`src/rtl/router_pkg.sv`:
```
// Shared constants and types for the router output-port reader.
package router_pkg;

  localparam int HDR_LEN_MSB     = 7;
  localparam int HDR_LEN_LSB     = 2;
  localparam int HDR_ADDR_MSB    = 1;
  localparam int DEFAULT_TIMEOUT = 30;
  localparam int LEN_W           = HDR_LEN_MSB - HDR_LEN_LSB + 1;

  typedef enum logic [1:0] {
    HDR = 2'd0,
    PLD = 2'd1,
    PAR = 2'd2
  } frame_state_t;

  typedef struct packed {
    logic       tag;
    logic       mismatch;
    logic [7:0] data;
  } buf_entry_t;

endpackage

```
`src/rtl/router_out_port_skid.sv`:
```
// Two-entry in-order holding buffer between the FIFO read port and the client.
module out_skid_buf
  import router_pkg::*;
(
  input  logic       clock,
  input  logic       resetn,
  input  logic       i_flush,
  input  logic       i_push,
  input  logic       i_pop,
  input  buf_entry_t i_entry,
  output buf_entry_t o_head,
  output logic [1:0] o_held
);

  buf_entry_t r_mem [2];
  logic       r_rd_ptr;
  logic [1:0] r_held;
  logic       w_wr_ptr;

  // With two slots the tail sits one past the head whenever exactly one entry is held.
  assign w_wr_ptr = r_rd_ptr ^ r_held[0];
  assign o_head   = r_mem[r_rd_ptr];
  assign o_held   = r_held;

  always_ff @(posedge clock or negedge resetn) begin
    if (!resetn) begin
      r_mem[0] <= '0;
      r_mem[1] <= '0;
      r_rd_ptr <= 1'b0;
      r_held   <= 2'd0;
    end else if (i_flush) begin
      r_rd_ptr <= 1'b0;
      r_held   <= 2'd0;
    end else begin
      if (i_push) r_mem[w_wr_ptr] <= i_entry;
      if (i_pop)  r_rd_ptr <= ~r_rd_ptr;
      case ({i_push, i_pop})
        2'b10:   r_held <= r_held + 2'd1;
        2'b01:   r_held <= r_held - 2'd1;
        default: r_held <= r_held;
      endcase
    end
  end

endmodule

```
`src/rtl/router_out_port.sv`:
```
// Output-port reader: issues FIFO reads, re-frames packets, checks parity and
// fires soft_reset when the client stalls too long.
module router_out_port
  import router_pkg::*;
#(
  parameter int TIMEOUT = DEFAULT_TIMEOUT,
  parameter int CNT_W   = 5
) (
  input  logic       clock,
  input  logic       resetn,
  input  logic       fifo_empty,
  input  logic [7:0] fifo_data,
  output logic       fifo_read_en,
  output logic       soft_reset,
  input  logic       read_enb,
  output logic       vld_out,
  output logic [7:0] data_out,
  output logic       busy,
  output logic       pkt_done,
  output logic       parity_err
);

  localparam logic [CNT_W-1:0] TIMEOUT_M1 = CNT_W'(TIMEOUT - 1);

  logic             r_inflight;
  logic             r_soft_reset;
  logic             r_pkt_done;
  logic             r_parity_err;
  logic [CNT_W-1:0] r_cnt;
  frame_state_t     r_state;
  logic [LEN_W-1:0] r_remaining;
  logic [7:0]       r_acc;

  logic [1:0]       w_held;
  buf_entry_t       w_head;
  buf_entry_t       w_entry;
  logic             w_xfer;
  logic             w_arrive;
  logic             w_pop;
  logic             w_stall;
  logic             w_room;
  logic [2:0]       w_occ;

  assign vld_out  = (w_held != 2'd0);
  assign data_out = w_head.data;
  assign w_xfer   = vld_out & read_enb;
  assign w_arrive = r_inflight & ~r_soft_reset;
  assign w_pop    = w_xfer & ~r_soft_reset;
  assign w_stall  = vld_out & ~read_enb;

  // held + inflight - xfer + 1 <= 2, moved around so nothing goes negative
  assign w_occ        = {1'b0, w_held} + {2'b00, r_inflight} + 3'd1;
  assign w_room       = (w_occ <= (3'd2 + {2'b00, w_xfer}));
  assign fifo_read_en = resetn & ~fifo_empty & ~r_soft_reset & w_room;

  assign soft_reset = r_soft_reset;
  assign pkt_done   = r_pkt_done;
  assign parity_err = r_parity_err;
  assign busy       = (r_state != HDR) | vld_out | r_inflight;

  always_comb begin
    w_entry.data     = fifo_data;
    w_entry.tag      = (r_state == PAR);
    w_entry.mismatch = (r_state == PAR) && (r_acc != fifo_data);
  end

  out_skid_buf u_buf (
    .clock   (clock),
    .resetn  (resetn),
    .i_flush (r_soft_reset),
    .i_push  (w_arrive),
    .i_pop   (w_pop),
    .i_entry (w_entry),
    .o_head  (w_head),
    .o_held  (w_held)
  );

  // Framing advances only on bytes actually arriving from the FIFO.
  always_ff @(posedge clock or negedge resetn) begin
    if (!resetn) begin
      r_state     <= HDR;
      r_remaining <= '0;
      r_acc       <= 8'h00;
    end else if (r_soft_reset) begin
      r_state     <= HDR;
      r_remaining <= '0;
      r_acc       <= 8'h00;
    end else if (w_arrive) begin
      case (r_state)
        HDR: begin
          r_remaining <= fifo_data[HDR_LEN_MSB:HDR_LEN_LSB];
          r_acc       <= fifo_data;
          r_state     <= (fifo_data[HDR_LEN_MSB:HDR_LEN_LSB] != 6'd0) ? PLD : PAR;
        end
        PLD: begin
          r_acc       <= r_acc ^ fifo_data;
          r_remaining <= r_remaining - 6'd1;
          if (r_remaining == 6'd1) r_state <= PAR;
        end
        PAR:     r_state <= HDR;
        default: r_state <= HDR;
      endcase
    end
  end

  always_ff @(posedge clock or negedge resetn) begin
    if (!resetn) begin
      r_inflight   <= 1'b0;
      r_soft_reset <= 1'b0;
      r_cnt        <= '0;
      r_pkt_done   <= 1'b0;
      r_parity_err <= 1'b0;
    end else begin
      r_inflight   <= fifo_read_en;
      r_soft_reset <= ~r_soft_reset & w_stall & (r_cnt == TIMEOUT_M1);
      if (r_soft_reset || !w_stall) r_cnt <= '0;
      else                          r_cnt <= r_cnt + CNT_W'(1);
      r_pkt_done   <= w_pop & w_head.tag;
      r_parity_err <= w_pop & w_head.tag & w_head.mismatch;
    end
  end

endmodule

```
`config.mk`:
```
export PLATFORM = sky130hd
export DESIGN_NAME = router_out_port
export DESIGN_NICKNAME = d
export VERILOG_FILES = /design/src/rtl/router_pkg.sv /design/src/rtl/router_out_port_skid.sv /design/src/rtl/router_out_port.sv
export SDC_FILE = /design/constraint.sdc
export NUM_CORES = 1
export LEC_CHECK = 0
export CORE_MARGIN = 2
export CORE_UTILIZATION = 50
export CTS_BUF_LIST = sky130_fd_sc_hd__clkbuf_4
export DETAILED_ROUTE_END_ITERATION = 10
export GPL_TIMING_DRIVEN = 0
export HOLD_SLACK_MARGIN = 0.02
export PLACE_DENSITY = 0.72
export SYNTH_ARGS = -nofsm -noshare
export SYNTH_HDL_FRONTEND = slang
export SYNTH_HIERARCHICAL = 1
export SYNTH_SLANG_ARGS = --single-unit
```
`constraint.sdc`:
```
create_clock -name clock -period 4.2 [get_ports clock]
set_input_delay 0.42 -clock clock [delete_from_list [all_inputs] [get_ports clock]]
set_output_delay 0.42 -clock clock [all_outputs]
set_load 0.02 [all_outputs]
```
==> results of run 1 <==
## registers in the layout (all words and copies together), names as in the netlist, 2 cells and up
name and flops:
u_buf/r_mem 20, r_acc 8, r_remaining 6, r_cnt 5
r_state 2, u_buf/o_held 2
## routing by layer
layer	vias to the layer above	track usage	part of all wire
met4	0	0.0585	0.0060
met5	-	0	0
met3	5	0.0397	0.042
li1	877	-	-
met2	42	0.308	0.48
met1	908	0.259	0.48
## per-stage QoR
step	power [mW]	util	setup slack [ns]	cell area (um2)
2_1_floorplan	1.52	-	1.98	2560
4_1_cts	2.19	0.604	0.982	3030
6_report	2.16	0.604	1.02	3030
3_3_place_gp	1.80	0.578	-0.190	2900
5_1_grt	2.34	0.604	0.865	3030
3_5_place_dp	1.84	0.581	1.48	2910
## worst max-delay path, cell delays in order
cell             delay (ns)
dlygate4sd3_1          0.52
buf_2                  0.40
or4b_2                 0.62
a21oi_1                0.17
clkdlybuf4s50_1        0.63
## layout make-up
cell class / count / area (um2) / area share
buffer: 9 / 68.8 / 0.0227
clock buffer: 5 / 37.5 / 0.0124
clock inverter: 3 / 68.8 / 0.0227
inverter: 9 / 33.8 / 0.0112
multi-input combinational: 165 / 1250 / 0.414
sequential: 48 / 1200 / 0.397
tap: 70 / 87.6 / 0.0289
timing repair buffer: 27 / 275 / 0.0909
## kinds of logic (layout without fill, tap and decap cells)
kind of cell             count (synthesis)  after routing  synth area share
XOR/XNOR                                17             17            0.0582
adder cells (fa/ha/maj)                  7              7            0.0342
AND/OR/NAND/NOR                         71             71             0.148
multiplexers                            30             30             0.147
AO/OA/AOI/OAI                           40             40             0.104
flip-flops                              48             48             0.469
buffers and inverters                   18             53            0.0401
## cells in the final DEF, fill, tap and decap left out, types with 7 or more instances in the layout
cell type	synthesis	final
dfrtp_1	48	48
clkdlybuf4s50_1	0	24
nor2_1	22	22
mux2_2	20	20
o21ai_0	17	17
nand2_1	14	14
xor2_1	14	14
mux2_4	10	10
inv_1	9	9
a21oi_1	9	9
ha_1	7	7
## synth_stat cells, types with 4 or more instances
cell     count  area [um2]
dfrtp_1     48        1200
o21ai_0     17        85.1
inv_1        9        33.8
ha_1         7        87.6
nor4_1       4        25.0
nand2_1     14        52.6
nor2_1      22        82.6
xor2_1      14         123
a32oi_1      5        43.8
a21oi_1      9        45.0
nor3b_1      4        30.0
mux2_4      10         150
mux2_2      20         225
nor3_1       5        25.0
## report_power, final
group          leakage, nW  internal (mW)  switching, mW
sequential           0.601          0.652          0.146
combinational        0.662          0.542          0.480
clock               0.0558          0.187          0.155
## path summary, 6_finish.rpt
check | start | endpoint | depth (start not counted)
min in group asynchronous | resetn | r_remaining[1]$_DFFE_PN0P_ | 2
setup reg to reg | soft_reset$_DFF_PN0_ | u_buf/r_mem[1]$_DFFE_PN0P_ | 4
max in group asynchronous | resetn | r_acc[7]$_DFFE_PN0P_ | 3
setup / recovery | resetn | fifo_read_en | 5
hold reg to reg | r_cnt[0]$_DFF_PN0_ | r_cnt[0]$_DFF_PN0_ | 1
hold / removal | r_cnt[0]$_DFF_PN0_ | r_cnt[0]$_DFF_PN0_ | 1
==> results.yml, run 1 <==
sta:
  finalHoldViolCount: 0
  slew_viol_final: 0
  fin_crit_ns: 3.18
  hold-worst-slack_ns: 0.498
  finalSetupViolCount: 0
  fin_crit_sh: 0.757
  tightest_slew_ns: 0.472
  fmax_mhz: 315
  skew_ns: 0.0128
  rsz0062_at_grt: "false"
  max-slew-margin-rel: 0.685
  setup_tns_ns: 0
cts:
  ctsLongestPathBuffers: 2
  cts-root-buf: "clkbuf_4"
  cts_tree: "built"
  cts_hold_buf: 1
  cts.sinks: 48
  cts_inserted_buffers: 5
  clk_pin_slew_ns: 0.13
  clkLatencyLatePin_ns: 0.37
  post_cts_buffers: 0
  cts_resized: 0
  h-tree-depth: 2
route:
  vias_per_cell: 5.45
  drcViolationCount: 0
  ant_nets: 0
  vias: 1832
  drt_iter0_markers: 88
  wl_mm: 4.96
  drt-pass1-iter-count: 4
  wl_per_cell_um: 14.8
cells_and_area:
  fin_nets: 284
  area_growth_syn_to_layout_pct: 18.3
  drive_above_1_share: 0.214
  final_cells: 336
  num_antenna_cells: 0
  n_fill_cell: 451
worst_setup_path:
  start_kind: "input pin"
  crit_fanout: 20
  crit_path_end_kind: "output port"
  cp.arrival_ns: 2.76
  path_class: "input pin to output port"
  r2r_slack_ns: 2.27
  cp.required_ns: 3.78
floorplan:
  dieWidth_um: 75.5
  die-area_um2: 5710
  fp-row-count: 26
  io_pins: 26
  start_util: 0.511
  fp.coreArea_um2: 5010
  die_y_um: 75.5
power:
  ir_drop_uv: 378
  p_leak_nw: 1.32
  power_density_nw_per_um2: 714
logic_synthesis:
  yosysSeqAreaShare: 0.469
  synth_edf_count: 0
  synth-main-ff-cell: "dfrtp_1"
  ys_ff_latch: 48
  synth_warnings: 6
  synthArstFlopShare: 1.00
  syn_inst: 231
  syn_area_per_cell_um2: 11.1
  syn_nets: 250
  syn_area_um2: 2560
  synth_cell_types: 42
global_routing:
  grt_pass1_wl_mm: 8.17
  grt_use_total: 0.191
  grt_max_degree: 31
  grt.overflow.total: 0
  grt_pass1_vias: 1730
  antenna_found_initial: 0
worst_hold_path:
  hold_class: "flop to flop"
placement:
  dp.cells: 327
  place_hpwl_mm: 3.53
  gp_congestion: 0.781
  io_buffers: 25
job:
  cap_violations: 0
outcome:
  status: "finished clean"
Note: power is estimated with default switching activity, not from simulation.
==> run 2: changes to the inputs <==
--- a/config.mk
+++ b/config.mk
@@ -11,7 +11,7 @@
 export DETAILED_ROUTE_END_ITERATION = 10
 export GPL_TIMING_DRIVEN = 0
 export HOLD_SLACK_MARGIN = 0.02
-export PLACE_DENSITY = 0.72
+export PLACE_DENSITY = 0.74
 export SYNTH_ARGS = -nofsm -noshare
 export SYNTH_HDL_FRONTEND = slang
 export SYNTH_HIERARCHICAL = 1
==> constraint.sdc (replaced) <==
create_clock -name clock -period 2.6 [get_ports clock]
set_input_delay 0.26 -clock clock [delete_from_list [all_inputs] [get_ports clock]]
set_output_delay 0.26 -clock clock [all_outputs]
set_load 0.02 [all_outputs]
==> results.yml, run 2 (same netlist as run 1, synthesis figures left out) <==
outcome:
  status: "finished clean"
floorplan:
  start_util: 0.511
  fp.coreArea_um2: 5010
  fp-row-count: 26
  die_y_um: 75.5
  io_pins: 26
  die-area_um2: 5710
  dieWidth_um: 75.5
placement:
  place_ws_ns: -0.00709
  io_buffers: 25
  gp_congestion: 0.807
  place_hpwl_mm: 3.45
cts:
  cts-root-buf: "clkbuf_4"
  clkLatencyLatePin_ns: 0.37
  cts_inserted_buffers: 5
  ctsLongestPathBuffers: 2
  h-tree-depth: 2
  cts_tree: "built"
  clk_pin_slew_ns: 0.14
  cts.sinks: 48
power:
  p_leak_nw: 1.30
  ir_drop_uv: 711
  p_int_mw: 2.06
  comb_power_share: 0.507
  p_sw_mw: 1.26
  swShare: 0.380
  pwr-share-clk: 0.105
  p_seq_frac: 0.388
  power_density_nw_per_um2: 1110
route:
  wl_mm: 4.92
  vias_per_cell: 5.31
  ant_nets: 0
  wl_per_cell_um: 14.6
  drt_iter0_markers: 86
  drt-pass1-iter-count: 4
  drcViolationCount: 0
  vias: 1796
worst_setup_path:
  cp.arrival_ns: 2.20
  crit_fanout: 4
  path_class: "flop to output port"
  crit_family: "simple AND/OR/NAND/NOR gates"
  cp.required_ns: 2.34
  crit_chain: "inv_1, ha_1, inv_1, ha_1, or4b_2, a21oi_2, buf_4"
  crit_path_end_kind: "output port"
  start_kind: "flop"
  worst_path_max_delay_cell: "or4b_2"
  crit_buf_inv: 3
  max_stage_delay_ns: 0.62
sta:
  max-slew-margin-rel: 0.674
  finalSetupViolCount: 0
  slew_viol_final: 0
  tightest_slew_ns: 0.489
  fin_crit_sh: 0.946
  finalHoldViolCount: 0
  skew_ns: 0.0159
  worst_slack_ns: 0.140
  fin_crit_ns: 2.46
  setup_tns_ns: 0
  fmax_mhz: 406
  rsz0062_at_grt: "false"
global_routing:
  grt.overflow.total: 0
  grt_pass1_vias: 1702
  grt_pass1_wl_mm: 8.14
  grt_max_degree: 30
  antenna_found_initial: 0
  grt_use_total: 0.192
cells_and_area:
  n_fill_cell: 443
  drive_above_1_share: 0.228
  num_antenna_cells: 0
  layout_common_cells: "dfrtp_1, nor2_1, clkdlybuf4s50_1, mux2_2, o21ai_0"
  final_common_cell: "dfrtp_1"
  seq_area_um2: 1200
  fin_nets: 286
  top_regs: "u_buf/r_mem: 20 flops, r_acc: 8 flops, r_remaining: 6 flops"
  regMostFlops: "u_buf/r_mem"
  largest_reg_flops: 20
  area_growth_syn_to_layout_pct: 17.2
  multi_input_area_um2: 1260
job:
  cap_violations: 0
worst_hold_path:
  hold_class: "input pin to async pin"
run 2: power groups by stage:
stage          clock [mW]  combinational, mW  sequential, mW
3_5_place_dp            0               1.67            1.30
3_3_place_gp            0               1.62            1.29
4_1_cts             0.362               1.68            1.28
5_1_grt             0.396               1.86            1.33
6_report            0.348               1.68            1.29
2_1_floorplan           0               1.21            1.25
run 2: stage by stage:
step	area [um2]	hold slack, ns	total power [mW]	util	std cells
global route	3000	0.402	3.59	0.598	338
finish	3000	0.366	3.31	0.598	338
detailed placement	2910	0.249	2.96	0.581	327
floorplan	2560	-0.0356	2.46	-	231
global placement	2900	0.482	2.91	0.578	326
CTS	2980	0.379	3.33	0.595	337
run 2: timing repair:
item	CTS	global route
endpoints found under the hold margin	19	0
pin swaps	0	0
gates resized for setup	5	3
endpoints found under the setup margin	1	2
hold buffers	1	0
setup buffers	1	1
run 2: area by class of cell:
type / instances / share of cell area
plain buffers: 9 / 0.0230
clock buffers: 6 / 0.0150
clock inverters: 2 / 0.00376
inverters: 9 / 0.0113
multi-input cells: 165 / 0.420
flip-flops and latches: 48 / 0.401
well taps: 70 / 0.0292
repair buffers: 29 / 0.0968
run 2: routing by layer:
| metal | global-route usage | part of all wire | up-vias |
|---|---|---|---|
| li1 | - | - | 886 |
| met1 | 0.263 | 0.49 | 881 |
| met5 | 0 | 0 | - |
| met2 | 0.304 | 0.47 | 23 |
| met4 | 0.0643 | 0.012 | 0 |
| met3 | 0.0410 | 0.028 | 6 |
run 2: worst paths after layout:
| check | start | to | slack (ns) | cells past startpoint |
|---|---|---|---|---|
| setup / recovery | r_inflight$_DFF_PN0_ | fifo_read_en | 0.14 | 7 |
| setup reg to reg | soft_reset$_DFF_PN0_ | u_buf/r_mem[7]$_DFFE_PN0P_ | 0.68 | 4 |
| max in group asynchronous | resetn | r_acc[2]$_DFFE_PN0P_ | 1.70 | 3 |
| hold / removal | resetn | r_state[1]$_DFFE_PN0P_ | 0.37 | 2 |
| min in group clock | r_cnt[0]$_DFF_PN0_ | r_cnt[0]$_DFF_PN0_ | 0.50 | 1 |
| hold reg to reg | r_cnt[0]$_DFF_PN0_ | r_cnt[0]$_DFF_PN0_ | 0.50 | 1 |
==> run 3: changes to the inputs <==
--- a/config.mk
+++ b/config.mk
@@ -14,5 +14,4 @@
 export PLACE_DENSITY = 0.74
 export SYNTH_ARGS = -nofsm -noshare
 export SYNTH_HDL_FRONTEND = slang
-export SYNTH_HIERARCHICAL = 1
 export SYNTH_SLANG_ARGS = --single-unit
==> results.yml, run 3 <==
logic_synthesis:
  ys_top_cells_by_area: "dfrtp_1, mux2_4, xor2_1"
  synth_compound_area_frac: 0.104
  synth_top_area_cell: "dfrtp_1"
  synth-adder-area-share: 0.0339
  yosys-top-cells-count: "dfrtp_1, nor2_1, nand2_1, xor2_1, mux2_4"
  synthMuxAreaShare: 0.129
  syn_nets: 260
  synth-main-ff-cell: "dfrtp_1"
  yosysTopAreaCellShare: 0.465
  yosysMostFrequentCell: "dfrtp_1"
  syn_area_per_cell_um2: 10.7
  syn_area_um2: 2580
  synth-xor-area-share: 0.0644
  ys_ff_latch: 48
  yosysSeqAreaShare: 0.465
  synth_cell_types: 43
  synth_warnings: 0
  synth_top_family_by_area: "simple AND/OR/NAND/NOR gates"
  syn_inst: 241
  synth_edf_count: 0
  synthArstFlopShare: 1.00
  synthSimpleGateAreaFrac: 0.153
sta:
  tightest_slew_ns: 0.343
  fmax_mhz: 426
  rsz0062_at_grt: "false"
  setup_tns_ns: 0
  fin_crit_ns: 2.35
  slew_viol_final: 0
  finalHoldViolCount: 0
  finalSetupViolCount: 0
  fin_crit_sh: 0.904
  max-slew-margin-rel: 0.769
  skew_ns: 0.0122
  hold-worst-slack_ns: 0.307
global_routing:
  grt.overflow.total: 0
  top_usage_layer: "met2"
  grt_pass1_vias: 1752
  use_met2: 0.315
  grtUsageMet3: 0.0291
  grt_max_degree: 37
  grt_use_total: 0.189
  use_met1: 0.247
  antenna_found_initial: 0
  grt_pass1_wl_mm: 8.05
cts:
  ctsLongestPathBuffers: 2
  h-tree-depth: 2
  cts.sinks: 48
  cts_tree: "built"
  clkLatencyLatePin_ns: 0.37
  clk_pin_slew_ns: 0.13
  post_cts_buffers: 0
  cts_inserted_buffers: 5
  cts-root-buf: "clkbuf_4"
worst_setup_path:
  crit_fanout: 10
  crit_chain: "clkbuf_8, inv_1, ha_1, inv_1, ha_1, nor3b_1, nor4_1, clkbuf_2"
  max_stage_delay_ns: 0.39
  start_kind: "flop"
  crit_path_end_kind: "output port"
  path_class: "flop to output port"
  cp.required_ns: 2.34
  cp.arrival_ns: 2.09
  worst_path_max_delay_cell: "dfrtp_1"
power:
  p_sw_mw: 1.23
  ir_drop_uv: 487
  pwr-share-clk: 0.135
  p_seq_frac: 0.370
  p_leak_nw: 1.40
  power_density_nw_per_um2: 1100
  p_int_mw: 2.11
  comb_power_share: 0.495
  swShare: 0.369
  power_mw: 3.34
cells_and_area:
  fin_nets: 294
  top_regs: "u_buf.r_mem: 20 flops, r_acc: 8 flops, r_remaining: 6 flops"
  area_growth_syn_to_layout_pct: 17.0
  regMostFlops: "u_buf.r_mem"
  drive_above_1_share: 0.185
  final_common_cell: "dfrtp_1"
  layout_common_cells: "dfrtp_1, nor2_1, clkdlybuf4s50_1, nand2_1, xor2_1"
  largest_reg_flops: 20
  num_antenna_cells: 0
job:
  cap_violations: 0
placement:
  place_hpwl_mm: 3.55
  gp_congestion: 0.800
  io_buffers: 25
floorplan:
  die_y_um: 75.9
  fp-row-count: 26
  die-area_um2: 5760
  dieWidth_um: 75.9
  fp.coreArea_um2: 5040
  start_util: 0.512
  io_pins: 26
route:
  vias_per_cell: 5.23
  wl_mm: 4.82
  wl_per_cell_um: 13.9
  vias: 1809
  ant_nets: 0
  drt_iter0_markers: 78
  drt-pass1-iter-count: 4
  drcViolationCount: 0
worst_hold_path:
  hold_class: "input pin to async pin"
outcome:
  status: "finished clean"
[run 3: cell types whose count changed after synthesis, moves of 3 or more]
cell	before	now
nand2_1	14	21
a21oi_1	9	5
mux2_4	10	14
o21ai_0	17	13
a22o_1	0	3
a31oi_1	0	5
o21ai_1	0	4
mux2_2	20	10
nor2_1	22	27
[run 3: worst paths after layout]
kind                                              from                          to  slack, ns  cells after the start
min reg2reg                         r_cnt[0]$_DFF_PN0_          r_cnt[0]$_DFF_PN0_       0.51                      1
min                                             resetn  r_remaining[1]$_DFFE_PN0P_       0.31                      2
min in group clock                          fifo_empty        r_inflight$_DFF_PN0_       0.44                      2
max                               r_inflight$_DFF_PN0_                fifo_read_en       0.25                      8
max in group asynchronous                       resetn      r_state[1]$_DFFE_PN0P_       1.81                      3
max reg2reg                u_buf.o_held[1]$_DFFE_PN0P_        r_inflight$_DFF_PN0_       0.99                      6
[run 3: power by group through the flow]
stage	clock network, mW	logic, mW	registers [mW]
after floorplan	0	1.23	1.19
after global placement	0	1.62	1.24
after detailed placement	0	1.67	1.25
after CTS	0.459	1.67	1.23
after global routing	0.481	1.84	1.27
final	0.450	1.65	1.23
[run 3: worst max-delay path: cells and delay by family, from the launching register on]
family / cells / cell delay, ns
adders and majority gates: 2 / 0.41
DFF: 1 / 0.39
buffers and inverters: 4 / 0.57
and+or+nand+nor: 2 / 0.36
[run 3: cells by family (layout without fill, tap and decap cells)]
kind of cell / count (synthesis) / in the layout
simple gates: 80 / 80
flops: 48 / 48
fa+ha+maj: 7 / 7
compound gates: 42 / 42
mux: 25 / 25
xor+xnor: 19 / 19
buf+inv: 20 / 55
[run 3: metal layers]
metal / up-vias / part of all wire
li1: 899 / -
met1: 871 / 0.46
met2: 32 / 0.50
met3: 7 / 0.030
met4: 0 / 0.015
met5: - / 0
[run 3: layout make-up]
type | instances | area (um2)
Tap cell | 70 | 87.6
Inverter | 9 | 33.8
Fill cell | 445 | 2020
Timing Repair Buffer | 27 | 270
Clock buffer | 6 | 45.0
Sequential cell | 48 | 1200
Clock inverter | 2 | 35.0
Buffer | 11 | 96.3
Multi-Input combinational cell | 173 | 1250
[run 3: repair_timing]
item / 4_1_cts / 5_1_grt
endpoints found under the hold margin: 12 / 0
hold buffers: 1 / 0
gates resized for setup: 1 / 3
setup endpoints to repair: 1 / 1
[run 3: stage by stage]
stage | area, um2 | utilization | std cells | setup WS, ns
after CTS | 3020 | 0.600 | 346 | 0.0884
after global routing | 3020 | 0.599 | 346 | 0.108
final | 3020 | 0.599 | 346 | 0.250
after detailed placement | 2940 | 0.582 | 337 | 0.192
after global placement | 2920 | 0.579 | 336 | -1.15
after floorplan | 2580 | - | 241 | 0.417
